### src/rtl/key_loader_32_if.sv
// Serial key-load bus between a key source (master) and key_loader_32 (slave).
interface key_loader_32_if #(
  parameter int KEY_W = 32
);
  logic             load_start;
  logic             key_sin;
  logic             key_sin_valid;
  logic             key_sin_ready;
  logic [KEY_W-1:0] key_out;
  logic             key_valid;
  logic             busy;
  logic             err;

  modport master (
    output load_start, key_sin, key_sin_valid,
    input  key_sin_ready, key_out, key_valid, busy, err
  );

  modport slave (
    input  load_start, key_sin, key_sin_valid,
    output key_sin_ready, key_out, key_valid, busy, err
  );
endinterface

### src/rtl/key_loader_32.sv
// Serial LSB-first key loader for a logic-locked netlist; the key bus only changes on a checked frame.
// Optional even-parity frame check is enabled with `define KEY_LOADER_PARITY_EN.
module key_loader_32 #(
  parameter int KEY_W = 32
) (
  input  logic           clk,
  input  logic           rst_n,
  key_loader_32_if.slave bus
);

  localparam logic [1:0] S_IDLE    = 2'd0;
  localparam logic [1:0] S_SHIFT   = 2'd1;
  localparam logic [1:0] S_CHECK   = 2'd2;
  localparam logic [1:0] S_APPLIED = 2'd3;

`ifdef KEY_LOADER_PARITY_EN
  localparam int FRAME_LEN = KEY_W + 1;
`else
  localparam int FRAME_LEN = KEY_W;
`endif
  localparam int CNT_W = $clog2(KEY_W + 2);

  logic [1:0]       r_state;
  logic [1:0]       w_state_nxt;
  logic [CNT_W-1:0] r_cnt;
  logic [KEY_W-1:0] r_shadow;
  logic [KEY_W-1:0] r_key;
  logic             r_key_valid;
  logic             r_ready;
  logic             r_busy;
  logic             w_accept;
  logic             w_last;
  logic             w_check_ok;

  assign w_accept = bus.key_sin_valid & r_ready;
  assign w_last   = w_accept && (r_cnt == CNT_W'(FRAME_LEN - 1));

`ifdef KEY_LOADER_PARITY_EN
  logic r_pbit;
  logic r_err;

  function automatic logic f_even_parity_ok(input logic [KEY_W-1:0] data, input logic pbit);
    f_even_parity_ok = ((^data) ^ pbit) == 1'b0;
  endfunction

  assign w_check_ok = f_even_parity_ok(r_shadow, r_pbit);

  // Parity bit capture and sticky error flag, cleared by an accepted load_start
  always_ff @(posedge clk or negedge rst_n) begin
    if (!rst_n) begin
      r_pbit <= 1'b0;
      r_err  <= 1'b0;
    end else if ((r_state == S_IDLE || r_state == S_APPLIED) && bus.load_start) begin
      r_pbit <= 1'b0;
      r_err  <= 1'b0;
    end else if (r_state == S_SHIFT && w_accept && r_cnt == CNT_W'(KEY_W)) begin
      r_pbit <= bus.key_sin;
    end else if (r_state == S_CHECK && !w_check_ok) begin
      r_err  <= 1'b1;
    end else begin
      r_err  <= r_err;
    end
  end

  assign bus.err = r_err;
`else
  assign w_check_ok = 1'b1;
  assign bus.err    = 1'b0;
`endif

  // Next-state decode; load_start is only honoured outside a frame
  always_comb begin
    w_state_nxt = r_state;
    case (r_state)
      S_IDLE, S_APPLIED: begin
        if (bus.load_start) w_state_nxt = S_SHIFT;
        else                w_state_nxt = r_state;
      end
      S_SHIFT: begin
        if (w_last) w_state_nxt = S_CHECK;
        else        w_state_nxt = S_SHIFT;
      end
      S_CHECK: begin
        if (w_check_ok) w_state_nxt = S_APPLIED;
        else            w_state_nxt = S_IDLE;
      end
      default: w_state_nxt = S_IDLE;
    endcase
  end

  // State, shadow shift register and the key bus; ready/busy are registered from the next state
  always_ff @(posedge clk or negedge rst_n) begin
    if (!rst_n) begin
      r_state     <= S_IDLE;
      r_ready     <= 1'b0;
      r_busy      <= 1'b0;
      r_cnt       <= {CNT_W{1'b0}};
      r_shadow    <= {KEY_W{1'b0}};
      r_key       <= {KEY_W{1'b0}};
      r_key_valid <= 1'b0;
    end else begin
      r_state <= w_state_nxt;
      r_ready <= (w_state_nxt == S_SHIFT);
      r_busy  <= (w_state_nxt == S_SHIFT) || (w_state_nxt == S_CHECK);
      case (r_state)
        S_IDLE, S_APPLIED: begin
          if (bus.load_start) begin
            r_cnt    <= {CNT_W{1'b0}};
            r_shadow <= {KEY_W{1'b0}};
          end
        end
        S_SHIFT: begin
          if (w_accept) begin
            for (int i = 0; i < KEY_W; i++) begin
              if (r_cnt == CNT_W'(i)) r_shadow[i] <= bus.key_sin;
            end
            r_cnt <= r_cnt + CNT_W'(1);
          end
        end
        S_CHECK: begin
          if (w_check_ok) begin
            r_key       <= r_shadow;
            r_key_valid <= 1'b1;
          end else begin
            r_key       <= {KEY_W{1'b0}};
            r_key_valid <= 1'b0;
          end
        end
        default: r_cnt <= r_cnt;
      endcase
    end
  end

  assign bus.key_sin_ready = r_ready;
  assign bus.busy          = r_busy;
  assign bus.key_out       = r_key;
  assign bus.key_valid     = r_key_valid;

endmodule

### src/flat_wrapper.sv
// flat-port wrapper written by rule: the top's interface ports become plain ports
module key_loader_32_flat 
#(
  parameter int KEY_W = 32
)
  (clk, rst_n, bus_load_start, bus_key_sin, bus_key_sin_valid, bus_key_sin_ready, bus_key_out, bus_key_valid, bus_busy, bus_err);
  key_loader_32_if #(.KEY_W(KEY_W)) bus_i ();
  input  logic clk;
  input  logic rst_n;
  input wire logic [$bits(bus_i.load_start)-1:0] bus_load_start;
  input wire logic [$bits(bus_i.key_sin)-1:0] bus_key_sin;
  input wire logic [$bits(bus_i.key_sin_valid)-1:0] bus_key_sin_valid;
  output wire logic [$bits(bus_i.key_sin_ready)-1:0] bus_key_sin_ready;
  output wire logic [$bits(bus_i.key_out)-1:0] bus_key_out;
  output wire logic [$bits(bus_i.key_valid)-1:0] bus_key_valid;
  output wire logic [$bits(bus_i.busy)-1:0] bus_busy;
  output wire logic [$bits(bus_i.err)-1:0] bus_err;
  assign bus_i.load_start = bus_load_start;
  assign bus_i.key_sin = bus_key_sin;
  assign bus_i.key_sin_valid = bus_key_sin_valid;
  assign bus_key_sin_ready = bus_i.key_sin_ready;
  assign bus_key_out = bus_i.key_out;
  assign bus_key_valid = bus_i.key_valid;
  assign bus_busy = bus_i.busy;
  assign bus_err = bus_i.err;
  key_loader_32 #(.KEY_W(KEY_W)) u_core (.clk(clk), .rst_n(rst_n), .bus(bus_i));
endmodule
### config.mk
export PLATFORM = sky130hd
export DESIGN_NAME = key_loader_32_flat
export DESIGN_NICKNAME = d
export VERILOG_FILES = /design/src/rtl/key_loader_32_if.sv /design/src/rtl/key_loader_32.sv /design/src/flat_wrapper.sv
export SDC_FILE = /design/constraint.sdc
export NUM_CORES = 1
export LEC_CHECK = 0
export ABC_AREA = 1
export CAP_MARGIN = 20
export CORE_ASPECT_RATIO = 1.2
export CORE_UTILIZATION = 50
export CTS_CLUSTER_DIAMETER = 50
export DETAILED_ROUTE_END_ITERATION = 7
export MAX_ROUTING_LAYER = met4
export PLACE_DENSITY = 0.72
export SETUP_SLACK_MARGIN = 0.3
export SLEW_MARGIN = 20
export SYNTH_ARGS = -nofsm -noshare
export SYNTH_HDL_FRONTEND = slang
export SYNTH_SLANG_ARGS = --single-unit
### constraint.sdc
create_clock -name clk -period 2 [get_ports clk]
set_input_delay 0.2 -clock clk [delete_from_list [all_inputs] [get_ports clk]]
set_output_delay 0.2 -clock clk [all_outputs]
set_load 0.01 [all_outputs]
==> results of run 1 <==
per-stage QoR:
| step | total power, mW | setup slack (ps) | instance area [sq um] | util | std cells |
|---|---|---|---|---|---|
| 3_3_place_gp | 3.27 | 245 | 4100 | 0.591 | 589 |
| 4_1_cts | 4.40 | 283 | 4290 | 0.619 | 606 |
| 6_report | 4.73 | 319 | 4560 | 0.657 | 618 |
| 2_1_floorplan | 2.97 | 429 | 3650 | - | 478 |
| 5_1_grt | 5.03 | 261 | 4560 | 0.657 | 618 |
| 3_5_place_dp | 3.31 | 242 | 4100 | 0.591 | 589 |
cells by family (layout without fill, tap and decap cells):
family	Yosys count	count (layout)	share of synthesized area
adder cells (fa/ha/maj)	7	7	0.0240
other	1	1	0.00103
AO/OA/AOI/OAI	30	30	0.0497
AND/OR/NAND/NOR	305	306	0.335
flip-flops	75	75	0.514
buffers and inverters	60	112	0.0764
metal layers:
layer | vias up | routed length (microns) | global-route usage
li1 | 1579 | - | -
met1 | 1490 | 3790 | 0.293
met2 | 88 | 4250 | 0.380
met3 | 19 | 372 | 0.0459
met4 | 0 | 240 | 0.113
met5 | - | 0 | -
final timing paths:
kind | start | to | slack, ps | cells after the start
min in group clk | u_core.bus.key_out[20] | u_core.bus.key_out[20] | 470 | 2
worst min register to register | u_core.bus.key_out[20] | u_core.bus.key_out[20] | 470 | 2
worst min-delay path | rst_n | u_core.bus.key_out[10] | 240 | 2
max in group asynchronous | rst_n | u_core.r_cnt[1] | 1120 | 3
worst max register to register | u_core.r_state[1] | u_core.r_shadow[12] | 320 | 10
worst max-delay path | u_core.r_state[1] | u_core.r_shadow[12] | 320 | 10
registers in the layout, indices dropped and copies added, names as in the netlist:
signal and flops:
u_core.bus.busy 1, u_core.r_cnt 6, u_core.bus.key_out 32, u_core.bus.key_sin_ready 1, u_core.r_state 2, u_core.bus.key_valid 1
u_core.r_shadow 32
layout make-up:
type	instances	area [sq um]
timing repair buffer	61	658
tap	87	109
clock buffer	12	155
inverter	35	145
multi-input combinational	344	1590
sequential	75	1880
fill	592	2380
clock inverter	4	25.0
placed cells by master (no fill, tap or decap):
master,Yosys,final
nand2_1,234,226
dfrtp_1,75,72
clkdlybuf4s50_1,0,38
nand3_1,37,35
inv_1,34,30
nor2_1,24,24
clkbuf_8,0,11
buf_4,4,11
o21ai_0,14,9
o21ai_1,5,9
o21bai_1,8,8
nand4_1,7,7
nand2_2,1,7
ha_1,7,4
buf_6,4,4
nand2_4,0,3
clkinvlp_4,0,3
ha_4,0,3
clkbuf_16,0,3
buf_12,0,3
dfrtp_2,0,3
inv_2,1,2
a21oi_1,2,2
nand3_2,0,2
clkinv_2,0,2
inv_4,0,1
inv_8,0,1
a21oi_4,1,1
nor2_4,1,1
o21ai_2,0,1
or2_2,1,1
conb_1,1,1
clkbuf_1,10,1
dlygate4sd3_1,0,1
buf_2,7,1
critical path, delay by kind of cell (launching register included):
family	cells	cell delay [ps]
AO/OA/AOI/OAI	1	70
AND/OR/NAND/NOR	5	410
adder cells (fa/ha/maj)	1	310
flip-flops	1	430
buffers and inverters	3	310
power breakdown:
| part | switching [mW] | internal (mW) |
|---|---|---|
| sequential | 0.241 | 1.82 |
| combinational | 0.983 | 0.607 |
| clock | 0.561 | 0.514 |
| total | 1.79 | 2.94 |
what timing repair did:
| action | CTS | global route |
|---|---|---|
| gates cloned | 0 | 7 |
| endpoints found under the hold margin | 9 | 0 |
| pin swaps | 0 | 13 |
| hold buffers | 1 | 0 |
| resized for setup | 2 | 34 |
| buffers inserted | 0 | 5 |
| setup endpoints to repair | 19 | 40 |
==> results.sh, run 1 <==
export IMPL_status="finished clean"
export IMPL_drv_slew=0
export IMPL_path_cells="ha_4 -> inv_4 -> nand2_4 -> nand2_4 -> nor2_4 -> buf_12 -> buf_12 -> nand2_2 -> nand2_1 -> o21ai_0"
export IMPL_start_util=0.526
export IMPL_cts_tree="yes"
export IMPL_rows=33
export IMPL_io_pins=41
export IMPL_grtUsageTotal=0.239
export IMPL_die_width_microns=80.0
export IMPL_whs_ps=242
export IMPL_cts_sinks=75
export IMPL_grt_pass1_wl_mm=13.3
export IMPL_clkTransAtPathRegs_ps=80
export IMPL_path_class="register to register"
export IMPL_synthesis_nets=490
export IMPL_syn_area_sq_mm=0.00365
export IMPL_fin_crit_ps=1680
export IMPL_fin_nets=538
export IMPL_async_flop_share=1.00
export IMPL_antenna_cells=0
export IMPL_critPathMaxStageDelay_ps=430
export IMPL_post_dp_hpwl_mm=5.48
export IMPL_synthTopCellsByArea="dfrtp_1 (51%), nand2_1 (24%), nand3_1 (5.1%)"
export IMPL_port_buffers=39
export IMPL_syn_mean_instance_area_sq_um=7.64
export IMPL_wl_mm=8.65
export IMPL_yosys_area_top_type="dfrtp_1"
export IMPL_fin_skew_ps=8.50
export IMPL_place_congestion=0.925
export IMPL_antenna_found_initial=0
export IMPL_path_max_fanout=7
export IMPL_synth_edf_count=0
export IMPL_drive_gt1_frac=0.121
export IMPL_postRouteAntennaNets=0
export IMPL_coreArea_sq_mm=0.00694
export IMPL_holdCritPathClass="input port to asynchronous set/reset pin"
export IMPL_synth_common_cells="nand2_1 (234), dfrtp_1 (75), nand3_1 (37), inv_1 (34), nor2_1 (24)"
export IMPL_crit_slowest_cell="dfrtp_1"
export IMPL_grt_max_degree=51
export IMPL_powerDensity_mw_per_mm2=1040
export IMPL_ys_types=21
export IMPL_ys_seq_area_frac=0.514
export IMPL_clkLatencyLatePin_ps=360
export IMPL_synth_most_common_cell="nand2_1"
export IMPL_area_growth_syn_to_layout_pct=24.9
export IMPL_htree_levels=3
export IMPL_die_height_microns=95.6
export IMPL_finalHoldViolCount=0
export IMPL_drt_pass1_iter_count=5
export IMPL_dieArea_sq_mm=0.00765
export IMPL_yosysWarnings=0
export IMPL_finalSetupViolations=0
export IMPL_ir_drop_uv=741
export IMPL_first_iter_violations=166
export IMPL_synthCells=478
export IMPL_required_ps=2230
export IMPL_synthFlopType="dfrtp_1"
export IMPL_cap_violations=0
export IMPL_drc=0
export IMPL_wire_per_inst_microns=14.0
export IMPL_synth_top_area_share=0.514
export IMPL_fmax_mhz=595
export IMPL_worstPathArrival_ps=1910
export IMPL_p_leak_nw=2.35
export IMPL_cp_start_kind="register"
export IMPL_cp_end_kind="register"
export IMPL_grt_overflow_total=0
export IMPL_cts_made_buffers=9
export IMPL_period_share=0.841
export IMPL_vias=3176
export IMPL_vias_per_cell=5.14
export IMPL_synth_seq_cells=75
export IMPL_cts_max_path_buffers=2
export IMPL_first_global_vias=2858
export IMPL_rsz0062_at_grt="yes"
export IMPL_root_buffer="clkbuf_8"
export IMPL_setup_tns_ps=0
Power figures use the tool's default switching activity.
==> run 2, diff against run 1 <==
Settings changed: PLACE_DENSITY 0.72 to 0.75.
Clock period 2 ns to 1.5 ns, I/O delays scaled along.
==> run 2 against run 1 <==
Against the previous run:
- the run now ends with negative setup slack left
- non-clock buffer count grew 38
- worst hold slack gained 70 ps
- total power is 58% higher
- fmax fell by 2.5%
- largest power group is now combinational cells
- via count is 13% higher
- global-route usage rose by 4.5 points
- critical endpoint is now u_core.r_shadow[3]
==> results.sh, run 2 (synthesis results as in run 1) <==
export IMPL_cap_violations=0
export IMPL_cts_sinks=75
export IMPL_layout_commonest_cell="nand2_1"
export IMPL_antenna_cells=0
export IMPL_cts_max_path_buffers=2
export IMPL_drive_gt1_frac=0.248
export IMPL_cts_tree="yes"
export IMPL_htree_levels=3
export IMPL_area_growth_syn_to_layout_pct=43.0
export IMPL_grt_util_met1=0.316
export IMPL_antenna_found_initial=0
export IMPL_violations="negative setup slack"
export IMPL_switchingPower_mw=2.82
export IMPL_grtUsageTotal=0.284
export IMPL_cp_start_kind="register"
export IMPL_first_global_vias=3341
export IMPL_comb_power_share=0.398
export IMPL_drc=0
export IMPL_r2r_cells=10
export IMPL_status="finished with violations"
export IMPL_finalSetupViolations=39
export IMPL_critPathMaxStageDelay_ps=430
export IMPL_period_share=1.15
export IMPL_start_util=0.526
export IMPL_required_ps=1800
export IMPL_clkTransAtPathRegs_ps=90
export IMPL_fin_nets=575
export IMPL_final_cell_mix="nand2_1 (212), dfrtp_1 (71), buf_4 (32), inv_1 (27), nand3_1 (23)"
export IMPL_rr_endpoint="u_core.r_shadow[3]"
export IMPL_vias_per_cell=5.48
export IMPL_grt_overflow_total=0
export IMPL_crit_slowest_cell="dfrtp_1"
export IMPL_p_leak_nw=2.78
export IMPL_relSlewSlack=0.618
export IMPL_use_met3=0.0670
export IMPL_drt_pass1_iter_count=6
export IMPL_finalHoldViolCount=0
export IMPL_worstPathArrival_ps=2030
export IMPL_power_frac_clock=0.234
export IMPL_post_place_cells=607
export IMPL_setup_tns_ps=-6420
export IMPL_path_depth=10
export IMPL_crit_family="buffers and inverters"
export IMPL_wire_per_inst_microns=16.4
export IMPL_powerDensity_mw_per_mm2=1430
export IMPL_fin_skew_ps=11.6
export IMPL_grt_pass1_wl_mm=15.7
export IMPL_use_met2=0.474
export IMPL_crit_top_cell="buf_12"
export IMPL_place_congestion=0.918
export IMPL_io_pins=41
export IMPL_rsz0062_at_grt="yes"
export IMPL_cts_made_buffers=9
export IMPL_drv_slew=0
export IMPL_clkLatencyLatePin_ps=370
export IMPL_postRouteAntennaNets=0
export IMPL_post_dp_hpwl_mm=5.64
export IMPL_r2r_slack_ps=-220
export IMPL_p_int_mw=4.64
export IMPL_dieArea_sq_mm=0.00765
export IMPL_p_seq_frac=0.369
export IMPL_worstReg2RegStart="u_core.r_state[1]"
export IMPL_fill_cells=496
export IMPL_path_cells="ha_4 -> inv_2 -> nand2_2 -> nand2_4 -> nor2_4 -> buf_12 -> buf_12 -> clkbuf_16 -> nand3_2 -> nand2_1"
export IMPL_coreArea_sq_mm=0.00694
export IMPL_cp_startpoint="u_core.r_state[1]"
export IMPL_die_width_microns=80.0
export IMPL_rows=33
export IMPL_setup_ws_ps=-223
export IMPL_swShare=0.378
export IMPL_fin_crit_ps=1720
export IMPL_cp_buffers_inverters=4
export IMPL_port_buffers=39
export IMPL_holdCritPathClass="input port to asynchronous set/reset pin"
export IMPL_die_height_microns=95.6
export IMPL_utilization=0.752
export IMPL_ir_drop_uv=883
export IMPL_fmax_mhz=580
export IMPL_finalNonFillerCells=655
export IMPL_grt_max_degree=26
export IMPL_path_max_fanout=8
export IMPL_whs_ps=311
export IMPL_root_buffer="clkbuf_8"
export IMPL_path_class="register to register"
export IMPL_top_usage_layer="met2"
export IMPL_wl_mm=10.8
export IMPL_vias=3589
export IMPL_cp_end_kind="register"
export IMPL_crit_end="u_core.r_shadow[3]"
export IMPL_worst_slew_pin_transition_ps=573
export IMPL_first_iter_violations=368
-- run 2: cell types whose count changed in the layout (fill, tap and decap cells not counted), sizes merged --
cell	previous run	this run
clkdlybuf4s50	38	3
dlygate4sd2	0	17
inv	34	35
clkdlybuf4s15	0	17
bufbuf	0	1
buf	19	54
bufinv	0	2
nand2	236	235
-- run 2: final cells by class --
type | count | area (sq um) | share of cell area
Tap cell | 87 | 109 | 0.0209
Inverter | 35 | 136 | 0.0261
Multi-Input combinational cell | 343 | 1730 | 0.331
Clock inverter | 7 | 92.6 | 0.0177
Clock buffer | 9 | 124 | 0.0237
Sequential cell | 75 | 1880 | 0.361
Timing Repair Buffer | 99 | 1150 | 0.220
-- run 2: power by group through the flow --
stage / registers (mW) / clock network [mW] / logic (mW)
after global routing: 2.78 / 1.84 / 3.18
after global placement: 2.73 / 0 / 1.80
after CTS: 2.70 / 1.74 / 2.35
final: 2.75 / 1.74 / 2.97
after detailed placement: 2.74 / 0 / 1.87
after floorplan: 2.66 / 0 / 1.36
-- run 2: what timing repair did --
| item | in CTS | in global routing |
|---|---|---|
| pin swaps | 11 | 22 |
| endpoints found under the setup margin | 95 | 83 |
| setup buffers | 11 | 11 |
| hold buffers | 1 | 0 |
| hold endpoints to repair | 18 | 0 |
| gates resized for setup | 77 | 61 |
| cloned | 4 | 5 |
-- run 2: worst min path at each step --
stage	endpoint	slack [ps]	cells after the start
floorplan	u_core.bus.busy	-150	0
finish	u_core.r_shadow[17]	310	2
global route	u_core.r_shadow[17]	350	2
detailed placement	u_core.r_shadow[12]	180	1
global placement	u_core.r_shadow[13]	170	1
CTS	u_core.r_shadow[25]	330	2
-- run 2: metrics by stage --
stage               instance area (sq um)  setup WS, ps  total power [mW]
global placement                     4300         -55.0              4.53
global route                         5220          -274              7.80
floorplan                            3700         -35.5              4.02
CTS                                  4850         -98.2              6.79
finish                               5220          -223              7.46
detailed placement                   4300          -141              4.61
-- run 2: layer usage --
metal	vias to the layer above	wire, microns
met5	-	0
met4	0	476
met3	45	786
met2	183	5370
met1	1711	4120
li1	1650	-
